===== src/rtl/program_loader.sv =====
// ---------------------------------------------------------------------------
// program_loader
//
// Purpose:
//   Receives a program as a byte stream and writes it into instruction memory
//   as 16-bit words. The CPU is held off instruction fetch for the whole load.
//   Stream format: one length byte N (0 stands for 256 words), then N words,
//   each sent as its high byte followed by its low byte. When the optional
//   checksum is built in, one more byte follows the last word.
//   The stream is accepted with a valid/ready handshake; a byte moves on any
//   rising edge where byte_valid and byte_ready are both high.
//
// Optional feature (compile-time macro):
//   LOADER_CHECKSUM_EN - after the last word, the loader accepts one checksum
//                        byte. error is set when that byte is not the XOR of
//                        the length byte and every data byte. When the macro
//                        is not defined, no trailing byte is consumed and
//                        error is tied low.
//
// Parameters:
//   BASE_ADDR   - instruction-memory address that receives the first word
//
// Ports:
//   clk         in   1  clock, rising edge
//   rst_n       in   1  asynchronous reset, active low
//   start       in   1  begin a load (sampled only when idle or done)
//   byte_valid  in   1  byte_data holds a valid byte
//   byte_data   in   8  program byte stream
//   byte_ready  out  1  loader accepts a byte this cycle
//   mem_we      out  1  instruction-memory write strobe, one cycle per word
//   mem_addr    out  8  instruction-memory write address
//   mem_wdata   out 16  instruction word to write
//   cpu_hold    out  1  CPU must not fetch while high
//   done        out  1  last load completed
//   word_count  out  9  words written in the current or last load
//   error       out  1  checksum mismatch on the last load
// ---------------------------------------------------------------------------
module program_loader #(
    parameter logic [7:0] BASE_ADDR = 8'h00
) (
    input  logic        clk,
    input  logic        rst_n,
    input  logic        start,
    input  logic        byte_valid,
    input  logic [7:0]  byte_data,
    output logic        byte_ready,
    output logic        mem_we,
    output logic [7:0]  mem_addr,
    output logic [15:0] mem_wdata,
    output logic        cpu_hold,
    output logic        done,
    output logic [8:0]  word_count,
    output logic        error
);

    typedef enum logic [2:0] {
        S_IDLE  = 3'd0,
        S_LEN   = 3'd1,
        S_HI    = 3'd2,
        S_LO    = 3'd3,
        S_WRITE = 3'd4,
        S_CHK   = 3'd5,
        S_DONE  = 3'd6
    } state_e;

    state_e      state_q, state_d;
    logic [7:0]  len_q, len_d;
    logic [7:0]  hi_q, hi_d;
    logic [7:0]  ptr_q, ptr_d;
    logic [8:0]  word_count_q, word_count_d;
    logic        byte_ready_q, byte_ready_d;
    logic        mem_we_q, mem_we_d;
    logic [7:0]  mem_addr_q, mem_addr_d;
    logic [15:0] mem_wdata_q, mem_wdata_d;
    logic        cpu_hold_q, cpu_hold_d;
    logic        done_q, done_d;
`ifdef LOADER_CHECKSUM_EN
    logic [7:0]  acc_q, acc_d;
    logic        error_q, error_d;
`endif

    logic        xfer;
    logic [8:0]  target_words;
    logic [8:0]  count_inc;

    assign xfer         = byte_valid & byte_ready_q;
    // A length byte of zero encodes the full 256-word image.
    assign target_words = (len_q == 8'd0) ? 9'd256 : {1'b0, len_q};
    assign count_inc    = word_count_q + 9'd1;

    // Next-state logic. Every output is derived from the next state and
    // registered, so outputs change cleanly on the clock edge that enters a
    // state and never glitch with byte_valid.
    always_comb begin
        state_d      = state_q;
        len_d        = len_q;
        hi_d         = hi_q;
        ptr_d        = ptr_q;
        word_count_d = word_count_q;
        mem_addr_d   = mem_addr_q;
        mem_wdata_d  = mem_wdata_q;
        done_d       = done_q;
`ifdef LOADER_CHECKSUM_EN
        acc_d        = acc_q;
        error_d      = error_q;
`endif

        case (state_q)
            S_IDLE, S_DONE: begin
                if (start) begin
                    state_d      = S_LEN;
                    word_count_d = 9'd0;
                    ptr_d        = BASE_ADDR;
                    done_d       = 1'b0;
`ifdef LOADER_CHECKSUM_EN
                    acc_d        = 8'd0;
                    error_d      = 1'b0;
`endif
                end
            end

            S_LEN: begin
                if (xfer) begin
                    len_d   = byte_data;
                    state_d = S_HI;
`ifdef LOADER_CHECKSUM_EN
                    acc_d   = acc_q ^ byte_data;
`endif
                end
            end

            S_HI: begin
                if (xfer) begin
                    hi_d    = byte_data;
                    state_d = S_LO;
`ifdef LOADER_CHECKSUM_EN
                    acc_d   = acc_q ^ byte_data;
`endif
                end
            end

            // The whole word is captured into the write registers here, so a
            // reset before WRITE can never leave a partial word behind.
            S_LO: begin
                if (xfer) begin
                    mem_addr_d  = ptr_q;
                    mem_wdata_d = {hi_q, byte_data};
                    state_d     = S_WRITE;
`ifdef LOADER_CHECKSUM_EN
                    acc_d       = acc_q ^ byte_data;
`endif
                end
            end

            // The 8-bit pointer wraps naturally from 8'hFF to 8'h00.
            S_WRITE: begin
                word_count_d = count_inc;
                ptr_d        = ptr_q + 8'd1;
                if (count_inc == target_words) begin
`ifdef LOADER_CHECKSUM_EN
                    state_d = S_CHK;
`else
                    state_d = S_DONE;
                    done_d  = 1'b1;
`endif
                end else begin
                    state_d = S_HI;
                end
            end

            S_CHK: begin
`ifdef LOADER_CHECKSUM_EN
                if (xfer) begin
                    error_d = (byte_data != acc_q);
                    state_d = S_DONE;
                    done_d  = 1'b1;
                end
`else
                // Unreachable without the checksum; fall through to DONE.
                state_d = S_DONE;
                done_d  = 1'b1;
`endif
            end

            default: begin
                state_d = S_IDLE;
            end
        endcase

        byte_ready_d = (state_d == S_LEN) || (state_d == S_HI) ||
                       (state_d == S_LO)  || (state_d == S_CHK);
        mem_we_d     = (state_d == S_WRITE);
        cpu_hold_d   = (state_d != S_IDLE) && (state_d != S_DONE);
    end

    // State and output registers; reset aborts any load immediately.
    always_ff @(posedge clk or negedge rst_n) begin
        if (!rst_n) begin
            state_q      <= S_IDLE;
            len_q        <= 8'd0;
            hi_q         <= 8'd0;
            ptr_q        <= 8'd0;
            word_count_q <= 9'd0;
            byte_ready_q <= 1'b0;
            mem_we_q     <= 1'b0;
            mem_addr_q   <= 8'd0;
            mem_wdata_q  <= 16'd0;
            cpu_hold_q   <= 1'b0;
            done_q       <= 1'b0;
`ifdef LOADER_CHECKSUM_EN
            acc_q        <= 8'd0;
            error_q      <= 1'b0;
`endif
        end else begin
            state_q      <= state_d;
            len_q        <= len_d;
            hi_q         <= hi_d;
            ptr_q        <= ptr_d;
            word_count_q <= word_count_d;
            byte_ready_q <= byte_ready_d;
            mem_we_q     <= mem_we_d;
            mem_addr_q   <= mem_addr_d;
            mem_wdata_q  <= mem_wdata_d;
            cpu_hold_q   <= cpu_hold_d;
            done_q       <= done_d;
`ifdef LOADER_CHECKSUM_EN
            acc_q        <= acc_d;
            error_q      <= error_d;
`endif
        end
    end

    assign byte_ready = byte_ready_q;
    assign mem_we     = mem_we_q;
    assign mem_addr   = mem_addr_q;
    assign mem_wdata  = mem_wdata_q;
    assign cpu_hold   = cpu_hold_q;
    assign done       = done_q;
    assign word_count = word_count_q;
`ifdef LOADER_CHECKSUM_EN
    assign error      = error_q;
`else
    assign error      = 1'b0;
`endif

endmodule


===== config.mk =====
export PLATFORM = sky130hd
export DESIGN_NAME = program_loader
export DESIGN_NICKNAME = d
export VERILOG_FILES = /design/src/rtl/program_loader.sv
export SDC_FILE = /design/constraint.sdc
export NUM_CORES = 1
export LEC_CHECK = 0
export ABC_AREA = 1
export CORE_MARGIN = 10
export CORE_UTILIZATION = 30
export CTS_CLUSTER_SIZE = 30
export DETAILED_ROUTE_END_ITERATION = 10
export RECOVER_POWER = 100
export SLEW_MARGIN = 25
export SYNTH_ARGS = -nofsm -noshare
export SYNTH_HDL_FRONTEND = slang
export SYNTH_SLANG_ARGS = --single-unit

===== constraint.sdc =====
create_clock -name clk -period 2.2 [get_ports clk]
set_input_delay 0.44 -clock clk [delete_from_list [all_inputs] [get_ports clk]]
set_output_delay 0.44 -clock clk [all_outputs]
set_load 0.005 [all_outputs]

# Yosys cells after proc, flatten, opt, wreduce, memory -nomap -nowiden
# Cells that the tools add are included.
dict set report word_totals {
  ff_bits 64
  inputBits 12
  out_inout_bits 38
  wordCells 58
}
dict set report classes {
  addsub 2
  eq_ne 15
  n_mux 14
  bitwise_logic 1
  reduce_logical 15
}
# cell n
set ops {}
lappend ops {{$mux 9} 2}
lappend ops {{$pmux 3 s6} 1}
lappend ops {{$pmux 9 s2} 1}
lappend ops {{$pmux 8 s2} 1}
lappend ops {{$eq 3x3->1 const B} 5}
lappend ops {{$mux 3} 5}
lappend ops {{$eq 3x2->1 const B} 4}
lappend ops {{$add 9x1->9 const B} 1}
lappend ops {{$eq 9x9->1} 1}
lappend ops {{$add 8x1->8 const B} 1}
lappend ops {{$logic_not 8->1} 1}
lappend ops {{$mux 8} 1}
lappend ops {{$reduce_and 2->1} 4}
lappend ops {{$eq 3x1->1 const B} 2}
lappend ops {{$reduce_bool 3->1} 2}
lappend ops {{$ne 2x2->1 const B} 2}
lappend ops {{$logic_not 3->1} 1}
lappend ops {{$logic_or 1x1->1} 3}
lappend ops {{$ne 3x3->1 const B} 1}
lappend ops {{$pmux 1 s3} 1}
lappend ops {{$reduce_and 3->1} 1}
lappend ops {{$mux 1} 2}
lappend ops {{$reduce_bool 2->1} 1}
lappend ops {{$reduce_or 2->1} 1}
lappend ops {{other kinds (2)} 2}

# Logic depth before layout (Yosys ltp)
# Gate-level depths: netlist (run 1).
dict set report logic_depth {
  depth_word 9
  depth_mapped 13
  mapped_depth_nobuf 13
}

# Least setup slack after synthesis (run 1)
# Ideal clock, no wire load.
dict set report synth_timing {
  path_kind {flip-flop to flip-flop}
  from {register word_count_q[0], in the netlist word_count[0]}
  to {register cpu_hold_q, in the netlist cpu_hold}
  setup_time_ns 0.117
  arrival_ns 1.437
  required_ns 2.083
  path_slack_ns 0.645
  stages_incl_launch_ff 10
  path_buffers 0
  period_less_slack_ns 1.555
  path_cell_list {dfrtp_1 > ha_1 > xnor2_1 > nand2_1 > nor2_1 > nand3_1 > nor2_2 > nand4_1 > nand3_2 > nand2_1}
}
dict set report synth_between {
  elab_chain_cells 6
  word_cells_on_any_way 7
  cone_classes {add/sub: 1; eq/ne: 2; mux: 2; reduce/logical: 2}
}
# item line_no
set synth_rtl {}
lappend synth_rtl {{start: declaration} 70} ;# logic [8:0] word_count_q, word_count_d;
lappend synth_rtl {{start signal: assignment} 219} ;# word_count_q <= word_count_d;
lappend synth_rtl {{$add 9x1->9 (*)} 89} ;# assign count_inc = word_count_q + 9'd1;
lappend synth_rtl {{$eq 9x9->1 (*)} 159} ;# if (count_inc == target_words) begin
lappend synth_rtl {{$mux 3 (*)} 159}
lappend synth_rtl {{$pmux 3 s6 (*)} 108} ;# case (state_q)
lappend synth_rtl {{$ne 3x3->1 or $reduce_bool 3->1 (tied branches)} 193} ;# cpu_hold_d = (state_d != S_IDLE) && (state_d != S_DONE);
lappend synth_rtl {{$logic_and 1x1->1 (*)} 193}
lappend synth_rtl {{net cpu_hold_d} 75} ;# logic cpu_hold_q, cpu_hold_d;
lappend synth_rtl {{end signal: assignment} 224} ;# cpu_hold_q <= cpu_hold_d;
lappend synth_rtl {{end: declaration} 75}
# Mark *: on every way through the listed nets, which the timed path passes. The rest lies on a longest branch.
# A chain may end at the register's enable or synchronous reset.

# Final worst setup path (run 1)
# Ends and elaborated chain as after synthesis.

==> results of run 1 <==
==> path summary, 6_finish.rpt <==
path	end	slack [ns]
max	cpu_hold$_DFF_PN0_	0.34
min in group asynchronous	word_count[8]$_DFFE_PN0P_	0.58
max in group asynchronous	hi_q[2]$_DFFE_PN0P_	0.62
min reg2reg	mem_addr[7]$_DFFE_PN0P_	0.48
max reg2reg	cpu_hold$_DFF_PN0_	0.34
min	mem_addr[7]$_DFFE_PN0P_	0.48
==> layout make-up <==
class	count	area, um^2	share of cell area
clock buffer	9	124	0.0333
clock inverter	7	56.3	0.0151
inverter	48	180	0.0485
multi-input combinational	237	1100	0.295
sequential	64	1600	0.431
tap	133	166	0.0448
timing repair buffer	52	492	0.132
==> sequential cells by signal, indices dropped and copies added (netlist names) <==
name,cells
done,1
cpu_hold,1
len_q,8
mem_wdata,16
hi_q,8
state_q,3
mem_addr,8
ptr_q,8
byte_ready,1
mem_we,1
word_count,9
==> power breakdown <==
part	switching [mW]	internal [mW]	total (mW)
combinational	0.710	0.589	1.30
clock	0.511	0.418	0.929
sequential	0.248	1.55	1.80
total	1.47	2.56	4.03
==> stage by stage <==
step	util	setup slack [ns]	power, mW
final	0.382	0.337	4.03
after global routing	0.382	0.0620	4.39
after CTS	0.389	0.335	4.27
after detailed placement	0.370	0.205	3.31
after global placement	0.370	0.258	3.28
after floorplan	-	0.645	2.60
==> kinds of logic (layout without fill, tap and decap cells) <==
family | count (synthesis) | after routing | share of synthesized area
flops | 64 | 64 | 0.539
buf+inv | 58 | 116 | 0.0787
compound gates | 59 | 59 | 0.103
other cells | 1 | 1 | 0.00126
simple gates | 172 | 172 | 0.261
fa+ha+maj | 2 | 2 | 0.00842
xor+xnor | 3 | 3 | 0.00884
==> critical path: stages, from the launching register on <==
cell	delay, ns
dfrtp_1	0.44
ha_1	0.21
nand2_2	0.12
nor2_4	0.14
nand3_1	0.11
nand3_1	0.10
nand2_1	0.05
nor2_1	0.16
nand4_1	0.19
nand3_1	0.16
nand2_1	0.06
==> synth_stat cells <==
cell type  count
a21oi_1        5
buf_2          7
buf_4          2
clkbuf_1       1
conb_1         1
dfrtp_1       64
ha_1           2
inv_1         43
inv_2          5
nand2_1      108
nand2_2        4
nand3_1       21
nand3_2        2
nand3b_1       3
nand4_1        1
nor2_1        18
nor2_2         3
nor2_4         4
nor3_1         5
nor3b_1        1
nor4_4         1
o21ai_0       29
o21ai_1       19
o21bai_1       1
o22ai_1        4
o32ai_1        1
or2_2          1
xnor2_1        1
xor2_1         2
==> metal layers <==
| layer | track usage | wire length, um |
|---|---|---|
| met5 | 0 | 0 |
| met3 | 0.0338 | 353 |
| met2 | 0.166 | 3270 |
| met1 | 0.130 | 3470 |
| met4 | 0.0407 | 80 |
==> results.ini, run 1 <==
[outcome]
status=finished, violations left
violations=capacitance limit, slew limit

[clock_tree]
postCtsSetupRepairBufs=0
cts_max_level=3
path_clk_slew_ns=0.08
cts_tree=yes
numCtsBuffers=9
hold_buffers=0
cts_resized=0
cts_root_buffer=clkbuf_8
cts_num_sinks=64
worstSkewPairLatency_ns=0.34
cts_buffer_depth=2

[sta]
period_share=0.847
relSlewSlack=-0.0906
drv_slew=65
rsz0062_at_grt=false
setup_viol=0
max_freq_mhz=537
worst_pin_slew_ns=1.64
hold_ws_ns=0.476
fin_skew_ns=0.00837
tns_ns=0
period_needed_ns=1.86
finalHoldViolations=0

[finish]
final_common_cell=nand2_1
final_area_um2=3720
area_growth_syn_to_layout_pct=25.0
finalNetCount=426
filler_cell_count=1057
drive_gt1_frac=0.0743
stdcell_count=550
antenna_cells=0
mostFrequentLayoutCells=nand2_1, dfrtp_1, o21ai_0, inv_1, dlygate4sd3_1

[critical_path]
worstSetupPathType=register to register
cp.required_ns=2.40
crit_path_end_kind=register
cp-start-kind=register
worstPathArrival_ns=2.07
startpoint=word_count[0]$_DFFE_PN0P_
reg2reg_depth=10
timing.rr.start=word_count[0]$_DFFE_PN0P_
path_max_fanout=6

[yosys]
seq_area_frac_synth=0.539
yosys.area.top_type_share=0.539
yosysUniqueCellTypes=29
synth.area.top_cells=dfrtp_1, nand2_1, inv_1
syn_nets=373
yosysWarnings=0
synth_area_um2=2970
yosysTopAreaCell=dfrtp_1
synth-seq-cells=64
postSynthCellCount=359
avgSynthCellArea_um2=8.28

[place]
dpl-instance-area_um2=3600
dpl.hpwl_um=5220
place.gp.congestion=0.810
placed_cells=534
portBuffers=48

[routing]
wl_per_cell_um=13.0
firstDrtPassIters=5
vias=2440
routed_wl_um=7170
routed_via_density=4.44
drtAntennaViolNets=0
remaining_drc_errors=0
drt-initial-drc-count=84

[floorplanning]
core_area_um2=9730
die_h_um=120
initial_core_util=0.306
die-area_um2=14300
row_count=36
die_w_um=120
boundaryPins=50

[min_path]
min_path_cells=2
hold_class=register to register
hp-start=mem_addr[7]$_DFFE_PN0P_

[power]
vdd_ir_drop_max_uv=421
leakage_nw=1.82
power_density_nw_per_um2=1080

[global_route]
gr-total-overflow=0
grt_pass1_wl_um=12300
antenna_found_initial=0
grt_pass1_vias=2522
grt_max_degree=65
grt.total_usage=0.105

[run]
cap_viol_max_count=1

(Power assumes the default switching activity.)
==> run 2: changes to the inputs <==
==> constraint.sdc (replaced) <==
create_clock -name clk -period 1.51 [get_ports clk]
set_input_delay 0.302 -clock clk [delete_from_list [all_inputs] [get_ports clk]]
set_output_delay 0.302 -clock clk [all_outputs]
set_load 0.005 [all_outputs]
==> results.ini, run 2 (same netlist as run 1, synthesis figures left out) <==
[routing]
routed_wl_um=7620  ; was 7170 um
routed_via_density=4.40  ; was 4.44
firstDrtPassIters=4  ; was 5
wl_per_cell_um=12.8  ; was 13.0 um
vias=2607  ; was 2440
remaining_drc_errors=0  ; unchanged
drtAntennaViolNets=0  ; unchanged
drt-initial-drc-count=72  ; was 84

[critical_path]
critPathTopFamily=simple AND/OR/NAND/NOR gates  ; unchanged
path_cells=ha_4 > nand2_8 > nor2_4 > nand3_2 > nand3_2 > nand2_2 > nor2_4 > nand4_1 > nand3_2 > nand2_1  ; was ha_1 > nand2_2 > nor2_4 > nand3_1 > nand3_1 > nand2_1 > nor2_1 > nand4_1 > nand3_1 > nand2_1
cp-start-kind=register  ; unchanged
path_max_fanout=6  ; unchanged
cp.required_ns=1.74  ; was 2.40 ns
worstSetupPathType=register to register  ; unchanged
crit_path_end_kind=register  ; unchanged
r2r_slack_ns=-0.17  ; was 0.34 ns
worstPathBufferInverterCount=0  ; unchanged
worstPathArrival_ns=1.92  ; was 2.07 ns
cp_slowest_stage_delay_ns=0.41  ; was 0.44 ns
crit_top_cell=nand3_2  ; was nand3_1
crit_path_top_delay_cell=dfrtp_2  ; was dfrtp_1

[clock_tree]
cts_max_level=3  ; unchanged
numCtsBuffers=9  ; unchanged
worstSkewPairLatency_ns=0.34  ; about the same
path_clk_slew_ns=0.07  ; was 0.08 ns
cts_num_sinks=64  ; unchanged
cts_buffer_depth=2  ; unchanged
cts_tree=yes  ; unchanged
cts_root_buffer=clkbuf_8  ; unchanged

[sta]
relSlewSlack=0.540  ; was -0.0906
drv_slew=0  ; was 65
period_needed_ns=1.68  ; was 1.86 ns
fin_skew_ns=0.00842  ; was 0.00837 ns
setup_viol=4  ; was 0
worst_pin_slew_ns=0.690  ; was 1.64 ns
finalHoldViolations=0  ; unchanged
max_freq_mhz=594  ; was 537 MHz
setup_ws_ns=-0.175  ; was 0.337 ns
period_share=1.12  ; was 0.847
tns_ns=-0.447  ; was 0 ns
rsz0062_at_grt=true  ; was false

[finish]
drive_gt1_frac=0.241  ; was 0.0743
final_common_cell=nand2_1  ; unchanged
antenna_cells=0  ; unchanged
area_growth_syn_to_layout_pct=42.2  ; was 25.0%
largest_reg_flops=16  ; unchanged
final_area_um2=4230  ; was 3720 um^2
mostFrequentLayoutCells=nand2_1, dfrtp_1, inv_1, buf_4, dlygate4sd2_1  ; was nand2_1, dfrtp_1, o21ai_0, inv_1, dlygate4sd3_1
finalNetCount=469  ; was 426

[floorplanning]
die_h_um=120  ; unchanged
initial_core_util=0.306  ; unchanged
boundaryPins=50  ; unchanged
die-area_um2=14300  ; unchanged
die_w_um=120  ; unchanged
row_count=36  ; unchanged
core_area_um2=9730  ; unchanged

[place]
place_ws_ns=-0.203  ; was 0.205 ns
portBuffers=48  ; unchanged
dpl-instance-area_um2=3860  ; was 3600 um^2
place.gp.congestion=0.848  ; was 0.810
dpl.hpwl_um=5530  ; was 5220 um

[global_route]
grt_max_degree=54  ; was 65
antenna_found_initial=0  ; unchanged
grt_pass1_wl_um=12800  ; was 12300 um
grt_pass1_vias=2633  ; was 2522
grt.total_usage=0.110  ; was 0.105
gr-total-overflow=0  ; unchanged

[power]
power_density_nw_per_um2=1510  ; was 1080 nW/um^2
leakage_nw=2.14  ; was 1.82 nW
vdd_ir_drop_max_uv=607  ; was 421 uV

[outcome]
violations=setup timing  ; was capacitance limit, slew limit
status=finished, violations left  ; unchanged

[min_path]
hold_class=register to register  ; unchanged

[run]
cap_viol_max_count=0  ; was 1

run 2: cell count changes in the layout (fill, tap and decap cells not counted), moves of 5 or more:
cell           before  now
nand2_2             2    9
buf_4               0   39
dfrtp_1            64   59
dlygate4sd3_1      38    1
dfrtp_2             0    5
dlygate4sd2_1       0   30
o21ai_0            47   29
o21ai_1             1   18
nor2_1             20   14
nand3_1            22   15
nand2_1           110   99
nand3_2             1    8
run 2: repair_timing:
action,in CTS,in global routing
cloned,0,0
hold endpoints to repair,11,0
endpoints found under the setup margin,40,9
buffers inserted,13,2
pin swaps,11,15
hold buffers,1,0
resized for setup,54,27
run 2: cell type report:
| class | instances | area, um^2 |
|---|---|---|
| multi-input cells | 237 | 1270 |
| inverters | 48 | 183 |
| fillers | 1008 | 5500 |
| clock buffers | 9 | 124 |
| well taps | 133 | 166 |
| clock inverters | 7 | 72.6 |
| flip-flops and latches | 64 | 1610 |
| repair buffers | 95 | 801 |
run 2: power by group:
part,internal [mW],switching [mW]
Combinational,1.08,1.24
Sequential,2.27,0.328
Clock,0.760,0.696
Total,4.11,2.27
run 2: stage by stage:
stage,power (mW),util,hold WS [ns],std cells
6_report,6.37,0.434,0.470,593
3_5_place_dp,5.11,0.397,0.206,562
4_1_cts,6.50,0.427,0.405,592
5_1_grt,6.89,0.434,0.497,593
3_3_place_gp,5.06,0.397,0.201,562
2_1_floorplan,3.80,-,0.00641,359
run 2: worst paths after layout:
check	from	endpoint	cells past startpoint
setup / recovery	word_count[1]$_DFFE_PN0P_	cpu_hold$_DFF_PN0_	10
hold / removal	mem_addr[7]$_DFFE_PN0P_	mem_addr[7]$_DFFE_PN0P_	2
setup reg to reg	word_count[1]$_DFFE_PN0P_	cpu_hold$_DFF_PN0_	10
hold reg to reg	mem_addr[7]$_DFFE_PN0P_	mem_addr[7]$_DFFE_PN0P_	2
max in group asynchronous	rst_n	word_count[1]$_DFFE_PN0P_	3
min in group asynchronous	rst_n	mem_wdata[12]$_DFFE_PN0P_	2
run 2: routing by layer:
layer | GRT usage | vias up | part of all wire
met5 | 0 | - | 0
met4 | 0.0392 | 0 | 0.011
met3 | 0.0384 | 7 | 0.057
met2 | 0.170 | 43 | 0.46
met1 | 0.139 | 1228 | 0.47
li1 | - | 1329 | -
run 2: worst reg2reg max path, cell delays in order, from the launching register on:
cell and delay (ns):
dfrtp_2 0.41, ha_4 0.18, nand2_8 0.07, nor2_4 0.19, nand3_2 0.12, nand3_2 0.09
nand2_2 0.06, nor2_4 0.11, nand4_1 0.17, nand3_2 0.13, nand2_1 0.05
